$ cat src/rtl/wb_cmd_master.sv
// ---------------------------------------------------------------------------
// wb_cmd_master
//   Wishbone B3 classic bus master fed by a valid/ready command stream.
//   Commands are buffered in a small FIFO and issued one at a time; every
//   command produces exactly one status-tagged response, in command order.
//   A transaction terminated by rty is re-issued after a one-cycle backoff,
//   up to RETRY_MAX times. A transaction that sees no termination for
//   TIMEOUT cycles is abandoned.
//
// Ports
//   clk_tb, reset_tb      clock, asynchronous active-low reset
//   cmd_valid/cmd_ready   command handshake
//   cmd_we/adr/dat/sel    command payload (write flag, address, data, byte sel)
//   rsp_valid/rsp_ready   response handshake
//   rsp_dat               read data (0 for writes and failed transactions)
//   rsp_status            00 ok, 01 err, 10 retry exhausted, 11 timeout
//   busy                  FIFO non-empty or a command still in progress
//   wb_*_o / wb_*_i       Wishbone master interface
// ---------------------------------------------------------------------------
module wb_cmd_master #(
  parameter int AW        = 32,
  parameter int DW        = 32,
  parameter int DEPTH     = 4,
  parameter int RETRY_MAX = 3,
  parameter int TIMEOUT   = 64
) (
  input  logic              clk_tb,
  input  logic              reset_tb,
  input  logic              cmd_valid,
  output logic              cmd_ready,
  input  logic              cmd_we,
  input  logic [AW-1:0]     cmd_adr,
  input  logic [DW-1:0]     cmd_dat,
  input  logic [DW/8-1:0]   cmd_sel,
  output logic              rsp_valid,
  input  logic              rsp_ready,
  output logic [DW-1:0]     rsp_dat,
  output logic [1:0]        rsp_status,
  output logic              busy,
  output logic [AW-1:0]     wb_adr_o,
  output logic [DW-1:0]     wb_dat_o,
  output logic [DW/8-1:0]   wb_sel_o,
  output logic              wb_we_o,
  output logic              wb_cyc_o,
  output logic              wb_stb_o,
  input  logic [DW-1:0]     wb_dat_i,
  input  logic              wb_ack_i,
  input  logic              wb_err_i,
  input  logic              wb_rty_i
);

  localparam int SW = DW / 8;
  localparam int PW = (DEPTH > 1) ? $clog2(DEPTH) : 1;
  localparam int CW = PW + 1;
  localparam int RW = $clog2(RETRY_MAX + 2);
  localparam int TW = (TIMEOUT > 1) ? $clog2(TIMEOUT) : 1;
  localparam int EW = 1 + AW + DW + SW;

  localparam logic [CW-1:0] FULL_CNT  = CW'(DEPTH);
  localparam logic [RW-1:0] RETRY_LIM = RW'(RETRY_MAX);
  localparam logic [TW-1:0] TO_LIM    = TW'(TIMEOUT - 1);

  localparam logic [1:0] STAT_OK    = 2'b00;
  localparam logic [1:0] STAT_ERR   = 2'b01;
  localparam logic [1:0] STAT_RETRY = 2'b10;
  localparam logic [1:0] STAT_TMO   = 2'b11;

  typedef enum logic [1:0] {
    ST_IDLE    = 2'd0,
    ST_BUS     = 2'd1,
    ST_BACKOFF = 2'd2,
    ST_RESP    = 2'd3
  } state_t;

  state_t          state_r;
  logic [EW-1:0]   fifo_mem_r [DEPTH];
  logic [PW-1:0]   wr_ptr_r;
  logic [PW-1:0]   rd_ptr_r;
  logic [CW-1:0]   count_r;
  logic            ready_r;
  logic [RW-1:0]   retry_cnt_r;
  logic [TW-1:0]   to_cnt_r;

  logic            push_s;
  logic            pop_s;
  logic [CW-1:0]   count_next_s;
  logic [EW-1:0]   head_s;

  // ready_r is a registered copy of "not full", so it reads 0 during reset
  assign cmd_ready = ready_r;
  assign busy      = (count_r != {CW{1'b0}}) || (state_r != ST_IDLE);

  assign push_s = cmd_valid && ready_r;
  // The FSM only ever takes a command while idle
  assign pop_s  = (state_r == ST_IDLE) && (count_r != {CW{1'b0}});
  assign head_s = fifo_mem_r[rd_ptr_r];

  // Next FIFO occupancy; a simultaneous push and pop leaves it unchanged
  always_comb begin
    count_next_s = count_r;
    if (push_s && !pop_s) begin
      count_next_s = count_r + CW'(1);
    end else if (!push_s && pop_s) begin
      count_next_s = count_r - CW'(1);
    end else begin
      count_next_s = count_r;
    end
  end

  // FIFO storage (payload only, no reset needed)
  always_ff @(posedge clk_tb) begin
    if (push_s) begin
      fifo_mem_r[wr_ptr_r] <= {cmd_we, cmd_adr, cmd_dat, cmd_sel};
    end
  end

  // FIFO pointers, occupancy and the registered ready flag
  always_ff @(posedge clk_tb or negedge reset_tb) begin
    if (!reset_tb) begin
      wr_ptr_r <= {PW{1'b0}};
      rd_ptr_r <= {PW{1'b0}};
      count_r  <= {CW{1'b0}};
      ready_r  <= 1'b0;
    end else begin
      // DEPTH is a power of two, so natural pointer overflow wraps modulo DEPTH
      if (push_s) begin
        wr_ptr_r <= wr_ptr_r + PW'(1);
      end
      if (pop_s) begin
        rd_ptr_r <= rd_ptr_r + PW'(1);
      end
      count_r <= count_next_s;
      ready_r <= (count_next_s != FULL_CNT);
    end
  end

  // Transaction FSM with registered bus and response outputs
  always_ff @(posedge clk_tb or negedge reset_tb) begin
    if (!reset_tb) begin
      state_r     <= ST_IDLE;
      retry_cnt_r <= {RW{1'b0}};
      to_cnt_r    <= {TW{1'b0}};
      wb_adr_o    <= {AW{1'b0}};
      wb_dat_o    <= {DW{1'b0}};
      wb_sel_o    <= {SW{1'b0}};
      wb_we_o     <= 1'b0;
      wb_cyc_o    <= 1'b0;
      wb_stb_o    <= 1'b0;
      rsp_valid   <= 1'b0;
      rsp_dat     <= {DW{1'b0}};
      rsp_status  <= 2'b00;
    end else begin
      case (state_r)
        ST_IDLE: begin
          if (pop_s) begin
            {wb_we_o, wb_adr_o, wb_dat_o, wb_sel_o} <= head_s;
            wb_cyc_o    <= 1'b1;
            wb_stb_o    <= 1'b1;
            retry_cnt_r <= {RW{1'b0}};
            to_cnt_r    <= {TW{1'b0}};
            state_r     <= ST_BUS;
          end
        end

        ST_BUS: begin
          // Termination priority: err over ack over rty
          if (wb_err_i) begin
            wb_cyc_o   <= 1'b0;
            wb_stb_o   <= 1'b0;
            rsp_dat    <= {DW{1'b0}};
            rsp_status <= STAT_ERR;
            rsp_valid  <= 1'b1;
            state_r    <= ST_RESP;
          end else if (wb_ack_i) begin
            wb_cyc_o   <= 1'b0;
            wb_stb_o   <= 1'b0;
            rsp_dat    <= wb_we_o ? {DW{1'b0}} : wb_dat_i;
            rsp_status <= STAT_OK;
            rsp_valid  <= 1'b1;
            state_r    <= ST_RESP;
          end else if (wb_rty_i) begin
            wb_cyc_o <= 1'b0;
            wb_stb_o <= 1'b0;
            if (retry_cnt_r < RETRY_LIM) begin
              retry_cnt_r <= retry_cnt_r + RW'(1);
              state_r     <= ST_BACKOFF;
            end else begin
              rsp_dat    <= {DW{1'b0}};
              rsp_status <= STAT_RETRY;
              rsp_valid  <= 1'b1;
              state_r    <= ST_RESP;
            end
          end else if (to_cnt_r == TO_LIM) begin
            wb_cyc_o   <= 1'b0;
            wb_stb_o   <= 1'b0;
            rsp_dat    <= {DW{1'b0}};
            rsp_status <= STAT_TMO;
            rsp_valid  <= 1'b1;
            state_r    <= ST_RESP;
          end else begin
            to_cnt_r <= to_cnt_r + TW'(1);
          end
        end

        ST_BACKOFF: begin
          // wb_adr/dat/sel/we were never touched, so the reissue is identical
          wb_cyc_o <= 1'b1;
          wb_stb_o <= 1'b1;
          to_cnt_r <= {TW{1'b0}};
          state_r  <= ST_BUS;
        end

        ST_RESP: begin
          if (rsp_ready) begin
            rsp_valid  <= 1'b0;
            rsp_dat    <= {DW{1'b0}};
            rsp_status <= 2'b00;
            state_r    <= ST_IDLE;
          end
        end

        default: begin
          wb_cyc_o  <= 1'b0;
          wb_stb_o  <= 1'b0;
          rsp_valid <= 1'b0;
          state_r   <= ST_IDLE;
        end
      endcase
    end
  end

endmodule

$ cat config.mk
export PLATFORM = sky130hd
export DESIGN_NAME = wb_cmd_master
export DESIGN_NICKNAME = d
export VERILOG_FILES = /design/src/rtl/wb_cmd_master.sv
export SDC_FILE = /design/constraint.sdc
export NUM_CORES = 1
export LEC_CHECK = 0
export BUFFER_PORTS_ARGS = -buffer_cell sky130_fd_sc_hd__buf_4
export CAP_MARGIN = 20
export CORE_MARGIN = 1
export CORE_UTILIZATION = 50
export CTS_BUF_LIST = sky130_fd_sc_hd__clkbuf_16
export DETAILED_ROUTE_END_ITERATION = 8
export GPL_ROUTABILITY_DRIVEN = 1
export PLACE_DENSITY = 0.71
export RECOVER_POWER = 50
export SYNTH_ARGS = -nofsm -noshare
export SYNTH_HDL_FRONTEND = slang
export SYNTH_SLANG_ARGS = --single-unit
$ cat constraint.sdc
create_clock -name clk_tb -period 7.9 [get_ports clk_tb]
set_input_delay 0.79 -clock clk_tb [delete_from_list [all_inputs] [get_ports clk_tb]]
set_output_delay 0.79 -clock clk_tb [all_outputs]
set_load 0.01 [all_outputs]
==> results of run 1 <==
per-stage QoR:
stage               instance area, sq um  setup WS [ps]  hold slack [ps]
floorplan                          14900           5000              465
global placement                   16900           5150              460
detailed placement                 17000           5250              464
finish                             17900           4050              470
CTS                                18200           4950              255
global route                       17900           3220              468
power groups by stage:
| stage | Sequential (mW) | Clock [mW] | Combinational (mW) |
|---|---|---|---|
| 3_5_place_dp | 3.21 | 0 | 1.89 |
| 3_3_place_gp | 3.20 | 0 | 1.83 |
| 2_1_floorplan | 3.13 | 0 | 1.18 |
| 5_1_grt | 3.24 | 1.90 | 2.03 |
| 4_1_cts | 3.18 | 1.82 | 1.89 |
| 6_report | 3.17 | 1.78 | 1.84 |
final timing paths:
check                        startpoint                end  depth (start not counted)
max                            reset_tb        rd_ptr_r[0]                          2
min                        wb_adr_o[28]       wb_adr_o[28]                          2
max reg2reg                 wr_ptr_r[0]  fifo_mem_r[2][15]                          4
min reg2reg                wb_adr_o[28]       wb_adr_o[28]                          2
max in group clk_tb         wr_ptr_r[0]  fifo_mem_r[2][15]                          4
min in group asynchronous      reset_tb         rsp_dat[7]                          1
cells in the final DEF, fill, tap and decap left out, types with 3 or more instances in the layout:
cell type | netlist | routed
sky130_fd_sc_hd__inv_1 | 6 | 24
sky130_fd_sc_hd__a22o_1 | 34 | 34
sky130_fd_sc_hd__clkinv_1 | 0 | 3
sky130_fd_sc_hd__clkinv_2 | 0 | 7
sky130_fd_sc_hd__clkbuf_1 | 18 | 70
sky130_fd_sc_hd__xor2_1 | 5 | 5
sky130_fd_sc_hd__ha_1 | 9 | 9
sky130_fd_sc_hd__nand3_1 | 8 | 8
sky130_fd_sc_hd__o21ai_1 | 3 | 3
sky130_fd_sc_hd__nand4_1 | 3 | 3
sky130_fd_sc_hd__and3_1 | 5 | 6
sky130_fd_sc_hd__nor2_1 | 5 | 5
sky130_fd_sc_hd__o21ai_0 | 7 | 7
sky130_fd_sc_hd__nand2_1 | 222 | 221
sky130_fd_sc_hd__edfxtp_1 | 276 | 276
sky130_fd_sc_hd__clkbuf_16 | 0 | 42
sky130_fd_sc_hd__buf_4 | 2 | 154
sky130_fd_sc_hd__mux4_2 | 69 | 69
sky130_fd_sc_hd__a21oi_1 | 5 | 5
sky130_fd_sc_hd__xnor2_1 | 6 | 6
sky130_fd_sc_hd__dfrtp_1 | 124 | 122
kinds of logic (layout without fill, tap and decap cells):
group,Yosys count,in the layout,synth area share [%]
muxes,71,71,10.6
and+or+nand+nor,256,256,7.23
AOI/OAI and AO/OA,58,58,2.96
buffers and inverters,49,307,1.62
DFF,400,400,76.2
xor gates and xnor gates,11,11,0.645
adders and majority gates,9,9,0.754
area by class of cell:
type / count / area share [%]
Clock buffer: 42 / 5.86
Clock inverter: 32 / 1.08
Inverter: 7 / 0.147
Multi-Input combinational cell: 405 / 18.5
Sequential cell: 400 / 63.6
Tap cell: 384 / 2.68
Timing Repair Buffer: 226 / 8.22
routing by layer:
layer  share of wire (%)  GRT usage [%]  up-vias
met1                  42           26.9     4108
met3                 6.5           4.57       51
met4                 1.8           5.00        0
met5                   0              0        -
met2                  49           34.1      244
li1                    -              -     3659
sequential cells by signal, summed over array words and instances, names as in the netlist, 2 cells and up:
signal,flops
count_r,3
rsp_status,2
wb_sel_o,4
wb_adr_o,32
rd_ptr_r,2
fifo_mem_r,276
rsp_dat,32
retry_cnt_r,3
state_r,2
wb_dat_o,32
to_cnt_r,6
wr_ptr_r,2
==> reports/qor.txt, run 1 <==
YOSYS
--------------------------------------------------------------------------------
Synth Warn #                                                                   0
Largest cells by area after synthesis                               sky130_fd_sc_hd__edfxtp_1 55%, sky130_fd_sc_hd__dfrtp_1 21%, sky130_fd_sc_hd__mux4_2 10%
Number of enable-type register cells in the synthesized netlist              276
Predominant post-synthesis flop cell                                sky130_fd_sc_hd__edfxtp_1
Synthesized instance count                                                   854
Top post-synthesis cells by count                                   276 x sky130_fd_sc_hd__edfxtp_1, 222 x sky130_fd_sc_hd__nand2_1, 124 x sky130_fd_sc_hd__dfrtp_1
Most frequent cell after synthesis                                  sky130_fd_sc_hd__edfxtp_1
Count of distinct cell types in the synthesized netlist                       43
Post-synthesis net count                                                     971
Register area share after synthesis                                        76.2%
Total of flip-flops plus latches after synthesis                             400
Netlist area before placement                                       14,900 sq um
Cell taking the most area after synthesis                           sky130_fd_sc_hd__edfxtp_1
Post-synth top area share                                                  55.5%
Syn_area_per_cell                                                     17.5 sq um
Asr flop ratio synth                                                       31.0%

ROUTING
--------------------------------------------------------------------------------
1st-pass router iterations                                                     5
Antenna Nets Post-Route                                                        0
Total vias in the final route                                              8,062
Via density per instance                                                    5.39
DRC                                                                            0
Routed wirelength normalized by instance count                           20.1 um
Routed wire length                                                     30,100 um
DRT iter0 DRCs                                                               597

CLOCK NETWORK
--------------------------------------------------------------------------------
Clock transition at the registers of the reported paths                    60 ps
Insertion delay of the later-clocked pin in the worst-skew pair           520 ps
Number of buffers inserted by hold repair at cts                               0
H-tree level count                                                             2
Root cell of the clock tree                                         sky130_fd_sc_hd__clkbuf_16
Deepest clock path buffer count                                                3
Post-CTS Resized                                                               0
CTS buffer count                                                              41
Post-CTS Repair Setup Buffers                                                  0
Total clock sinks                                                            400
TritonCTS clock tree                                                        done

CRITICAL PATH
--------------------------------------------------------------------------------
Endpoint arrival time on the critical path                               4250 ps
Type of destination of the critical path                            asynchronous set/reset pin
Slowest cell on the critical path                                   sky130_fd_sc_hd__clkbuf_1
Register-to-register path setup slack                                    4640 ps
Kind of cell adding the most delay to the critical path             buffers and inverters
Critical path launch point type                                     primary input
Maximum fanout along the worst path                                           63
Worst path required time                                                 8300 ps
Critical path buffers and inverters                                            2
Sequence of cells on the critical path                              clkbuf_1 > buf_4
Critical path start-end classification                              primary input to asynchronous set/reset pin
Delay of the slowest cell on the worst path                              2360 ps

POWER AND IR DROP
--------------------------------------------------------------------------------
Switching share of power                                                   30.1%
Power share of the clock group                                             26.2%
Internal cell power                                                      4.75 mW
Lkg Pwr                                                                  7.11 nW
Part of the total power dissipated in sequential elements                  46.7%
Max VDD drop                                                          0.000259 V
Combinational fraction of design power                                     27.1%
Power Density                                                        379 nW/um^2
Total Power Consumption                                                  6.79 mW
Switching pwr                                                            2.05 mW

STA
--------------------------------------------------------------------------------
Slew at the pin closest to its max-slew limit                            3420 ps
Slew headroom                                                              -128%
Total negative slack for setup checks                                       0 ps
Minimum period implied by the final worst setup slack                    3850 ps
Final Max Tran Viols                                                         204
Setup Skew                                                               14.9 ps
Number of hold violations in the final report                                  0
Period utilisation layout                                                  48.7%
Max Freq                                                                 260 MHz
RSZ-0062 raised after global routing                                       false
Total setup violations reported at the end of the flow                         0

GRT
--------------------------------------------------------------------------------
Remaining Overflow, GRT                                                        0
Largest net degree at the start of global routing                             71
First-pass GRT wire length                                             47,400 um
Number of global-route vias before repair                                  8,414
GRT Util Overall                                                           20.3%
Number of antenna violations at the first check in global routing              0

PLACEMENT
--------------------------------------------------------------------------------
Post-DP HPWL                                                           17,300 um
Cell total after placement                                                 1,421
Number of input and output port buffers inserted                             215
Placer congestion estimate                                                 0.791

FINAL LAYOUT
--------------------------------------------------------------------------------
Register area                                                       11,400 sq um
Fraction of final layout cells sized beyond drive strength 1               26.3%
Final cell count without fillers                                           1,496
Post-layout net count                                                      1,198
Post-synthesis to final-layout area growth                                 20.0%
Number of fillers in the final layout                                      2,161
Fin util                                                                   61.8%
Number of inserted diodes                                                      0
Area occupied by multi-input gates                                    3310 sq um

WORST HOLD PATH
--------------------------------------------------------------------------------
Worst min path class                                                flop to flop

FLOORPLAN
--------------------------------------------------------------------------------
Top-level I/O count                                                          216
Initial Util                                                               51.5%
Die area                                                            30,600 sq um
Chip width                                                                175 um
Die Height                                                                175 um
Number of core rows                                                           62
Floorplan core area                                                 29,000 sq um

RUN STATUS
--------------------------------------------------------------------------------
Outcome                                                             finished with violations
Violations in the final reports                                     max-capacitance violations, max-slew violations

FLOW RUN
--------------------------------------------------------------------------------
Number of maximum-capacitance constraint violations                            5

No activity file was read; power rests on OpenSTA's default activity.
==> run 2, diff against run 1 <==
Clock period 7.9 ns to 3.7 ns, I/O delays scaled along.
==> run 2 against run 1 <==
  * The flow finishes with violations (negative hold slack)
  * Flip-flop and latch count is the same
  * Die area unchanged
  * Final cell count up 0.40%
  * Combinational power rose by 100%
  * First-iteration DRC count is 19% lower
  * Critical path type is now flop to primary output
  * Critical endpoint is now busy
  * Largest cell class unchanged
  * Largest power group unchanged
  * Highest routed layer unchanged
==> reports/qor.txt, run 2 (same netlist as run 1, synthesis figures left out) <==
FINAL LAYOUT
--------------------------------------------------------------------------------
Most common cell after layout, fill and taps aside                  sky130_fd_sc_hd__edfxtp_1   unchanged
Register with the most flip-flops                                     fifo_mem_r   unchanged
Number of inserted diodes                                                      0   unchanged
Post-synthesis to final-layout area growth                                 20.0%   about the same
Most used cells in the layout excluding fill and tap cells          276 x sky130_fd_sc_hd__edfxtp_1, 221 x sky130_fd_sc_hd__nand2_1, 122 x sky130_fd_sc_hd__dfrtp_1, 122 x sky130_fd_sc_hd__clkbuf_1, 105 x sky130_fd_sc_hd__buf_4   was 276 x sky130_fd_sc_hd__edfxtp_1, 221 x sky130_fd_sc_hd__nand2_1, 154 x sky130_fd_sc_hd__buf_4
Max reg flops                                                                276   unchanged
Number of fillers in the final layout                                      2,174   was 2,161
Post-layout net count                                                      1,203   was 1,198
Fraction of final layout cells sized beyond drive strength 1               22.7%   was 26.3%

CRITICAL PATH
--------------------------------------------------------------------------------
Worst path required time                                                 3330 ps   was 8300 ps
Maximum fanout along the worst path                                            8   was 63
Type of destination of the critical path                            primary output   was asynchronous set/reset pin
Critical path launch point type                                             flop   was primary input
Slowest cell on the critical path                                   sky130_fd_sc_hd__nor3_2   was sky130_fd_sc_hd__clkbuf_1
Endpoint arrival time on the critical path                               2120 ps   was 4250 ps
Register-to-register path setup slack                                    1470 ps   was 4640 ps
Reg2reg path depth                                                             7   was 4
Critical path start-end classification                              flop to primary output   was primary input to asynchronous set/reset pin
Delay of the slowest cell on the worst path                               440 ps   was 2360 ps
Top cell by count, worst path                                       sky130_fd_sc_hd__inv_1
Sequence of cells on the critical path                              inv_1 > ha_1 > nand2b_1 > nor3_2 > inv_1 > buf_4   was clkbuf_1 > buf_4

FLOORPLAN
--------------------------------------------------------------------------------
Chip width                                                                175 um   unchanged
Top-level I/O count                                                          216   unchanged
Die area                                                            30,600 sq um   unchanged
Initial Util                                                               51.5%   unchanged
Floorplan core area                                                 29,000 sq um   unchanged
Number of core rows                                                           62   unchanged
Die Height                                                                175 um   unchanged

ROUTING
--------------------------------------------------------------------------------
DRC                                                                            0   unchanged
Total vias in the final route                                              7,962   was 8,062
DRT iter0 DRCs                                                               481   was 597
Antenna Nets Post-Route                                                        0   unchanged
1st-pass router iterations                                                     4   was 5
Via density per instance                                                    5.30   was 5.39
Routed wire length                                                     29,400 um   was 30,100 um
Routed wirelength normalized by instance count                           19.6 um   was 20.1 um

POWER AND IR DROP
--------------------------------------------------------------------------------
Switching share of power                                                   29.8%   was 30.1%
Part of the total power dissipated in sequential elements                  46.1%   was 46.7%
Internal cell power                                                      10.3 mW   was 4.75 mW
Combinational fraction of design power                                     25.7%   was 27.1%
Lkg Pwr                                                                  6.92 nW   was 7.11 nW
Power share of the clock group                                             28.2%   was 26.2%
Total Power Consumption                                                  14.6 mW   was 6.79 mW
Max VDD drop                                                          0.000469 V   was 0.000259 V
Switching pwr                                                            4.36 mW   was 2.05 mW
Power Density                                                        817 nW/um^2   was 379 nW/um^2

PLACEMENT
--------------------------------------------------------------------------------
Placer congestion estimate                                                 0.780   was 0.791
Number of input and output port buffers inserted                             215   unchanged
Post-DP HPWL                                                           17,700 um   was 17,300 um

WORST HOLD PATH
--------------------------------------------------------------------------------
Worst min path class                                                primary input to asynchronous set/reset pin   was flop to flop

GRT
--------------------------------------------------------------------------------
Number of global-route vias before repair                                  8,379   was 8,414
Largest net degree at the start of global routing                            103   was 71
First-pass GRT wire length                                             45,900 um   was 47,400 um
Remaining Overflow, GRT                                                        0   unchanged
GRT Util Overall                                                           19.6%   was 20.3%
Number of antenna violations at the first check in global routing              0   unchanged

CLOCK NETWORK
--------------------------------------------------------------------------------
Post-CTS Resized                                                               0   unchanged
Total clock sinks                                                            400   unchanged
CTS buffer count                                                              41   unchanged
Insertion delay of the later-clocked pin in the worst-skew pair           520 ps   about the same
TritonCTS clock tree                                                        done   unchanged
Root cell of the clock tree                                         sky130_fd_sc_hd__clkbuf_16   unchanged
Number of buffers inserted by hold repair at cts                               0   unchanged
H-tree level count                                                             2   unchanged
Post-CTS Repair Setup Buffers                                                  0   unchanged
Clock transition at the registers of the reported paths                    60 ps   about the same
Deepest clock path buffer count                                                3   unchanged

STA
--------------------------------------------------------------------------------
Max Freq                                                                 402 MHz
Final hold slack                                                        -18.9 ps   was 470 ps
Total negative slack for setup checks                                       0 ps   unchanged
Total setup violations reported at the end of the flow                         0   unchanged
Setup Skew                                                               11.3 ps   was 14.9 ps
Minimum period implied by the final worst setup slack                    2490 ps
Number of hold violations in the final report                                 10   was 0
Final Max Tran Viols                                                           0   was 204
Slew headroom                                                              28.8%   was -128%
RSZ-0062 raised after global routing                                       false   unchanged
Period utilisation layout                                                  67.2%
Slew at the pin closest to its max-slew limit                            1070 ps   was 3420 ps

RUN STATUS
--------------------------------------------------------------------------------
Violations in the final reports                                     negative hold slack   was max-capacitance violations, max-slew violations
Outcome                                                             finished with violations   unchanged

FLOW RUN
--------------------------------------------------------------------------------
Number of maximum-capacitance constraint violations                            0   was 5

run 2: cell count changes in the layout (fill, tap and decap cells not counted), moves of 4 or more:
cell / before / now
sky130_fd_sc_hd__and3_4: 0 / 5
sky130_fd_sc_hd__and3_1: 6 / 1
sky130_fd_sc_hd__buf_4: 154 / 105
sky130_fd_sc_hd__bufinv_16: 2 / 6
sky130_fd_sc_hd__clkbuf_1: 70 / 122
sky130_fd_sc_hd__inv_1: 24 / 10
sky130_fd_sc_hd__clkinv_1: 3 / 15
run 2: per-layer routing:
metal  global-route usage (%)  routed length [um]  vias up
li1                         -                   -     3665
met2                     33.6               14600      228
met1                     25.1               12400     4021
met5                        0                   0        -
met4                     4.93                 565        0
met3                     4.66                1840       48
run 2: worst paths after layout:
| path | startpoint | endpoint |
|---|---|---|
| max in group asynchronous | reset_tb | wb_adr_o[2] |
| worst min register to register | wb_dat_o[8] | wb_dat_o[8] |
| worst min-delay path | reset_tb | to_cnt_r[4] |
| worst max-delay path | count_r[0] | busy |
| worst max register to register | count_r[1] | cmd_ready |
| min in group clk_tb | rsp_ready | state_r[1] |
run 2: power groups by stage:
stage | Clock, mW | Combinational [mW] | Sequential, mW
after floorplan | 0 | 2.52 | 6.68
after global placement | 0 | 3.97 | 6.81
after detailed placement | 0 | 4.04 | 6.86
after CTS | 4.21 | 4.05 | 6.79
after global routing | 4.38 | 4.16 | 6.90
final | 4.13 | 3.77 | 6.75
run 2: critical path, delay by kind of cell, from the launching register on:
family                   cells  cell delay (ps)
flip-flops                   1              380
buffers and inverters        3              440
AND/OR/NAND/NOR              2              600
adder cells (fa/ha/maj)      1              180
run 2: through the flow:
stage	worst slack, ps	util, %	area, sq um	hold slack (ps)	instances
3_5_place_dp	1440	58.7	17000	464	1427
5_1_grt	1010	61.8	17900	35.4	1502
4_1_cts	1170	63.4	18400	28.3	1502
3_3_place_gp	1480	58.7	17000	459	1427
6_report	1210	61.8	17900	-18.9	1502
2_1_floorplan	986	-	14900	74.4	854
run 2: layout make-up:
| class | count | area [sq um] | area share (%) |
|---|---|---|---|
| multi-input cells | 405 | 3340 | 18.6 |
| flip-flops and latches | 400 | 11400 | 63.6 |
| well taps | 384 | 480 | 2.68 |
| clock buffers | 43 | 1080 | 6.00 |
| inverters | 7 | 26.3 | 0.147 |
| clock inverters | 32 | 293 | 1.63 |
| repair buffers | 231 | 1320 | 7.35 |
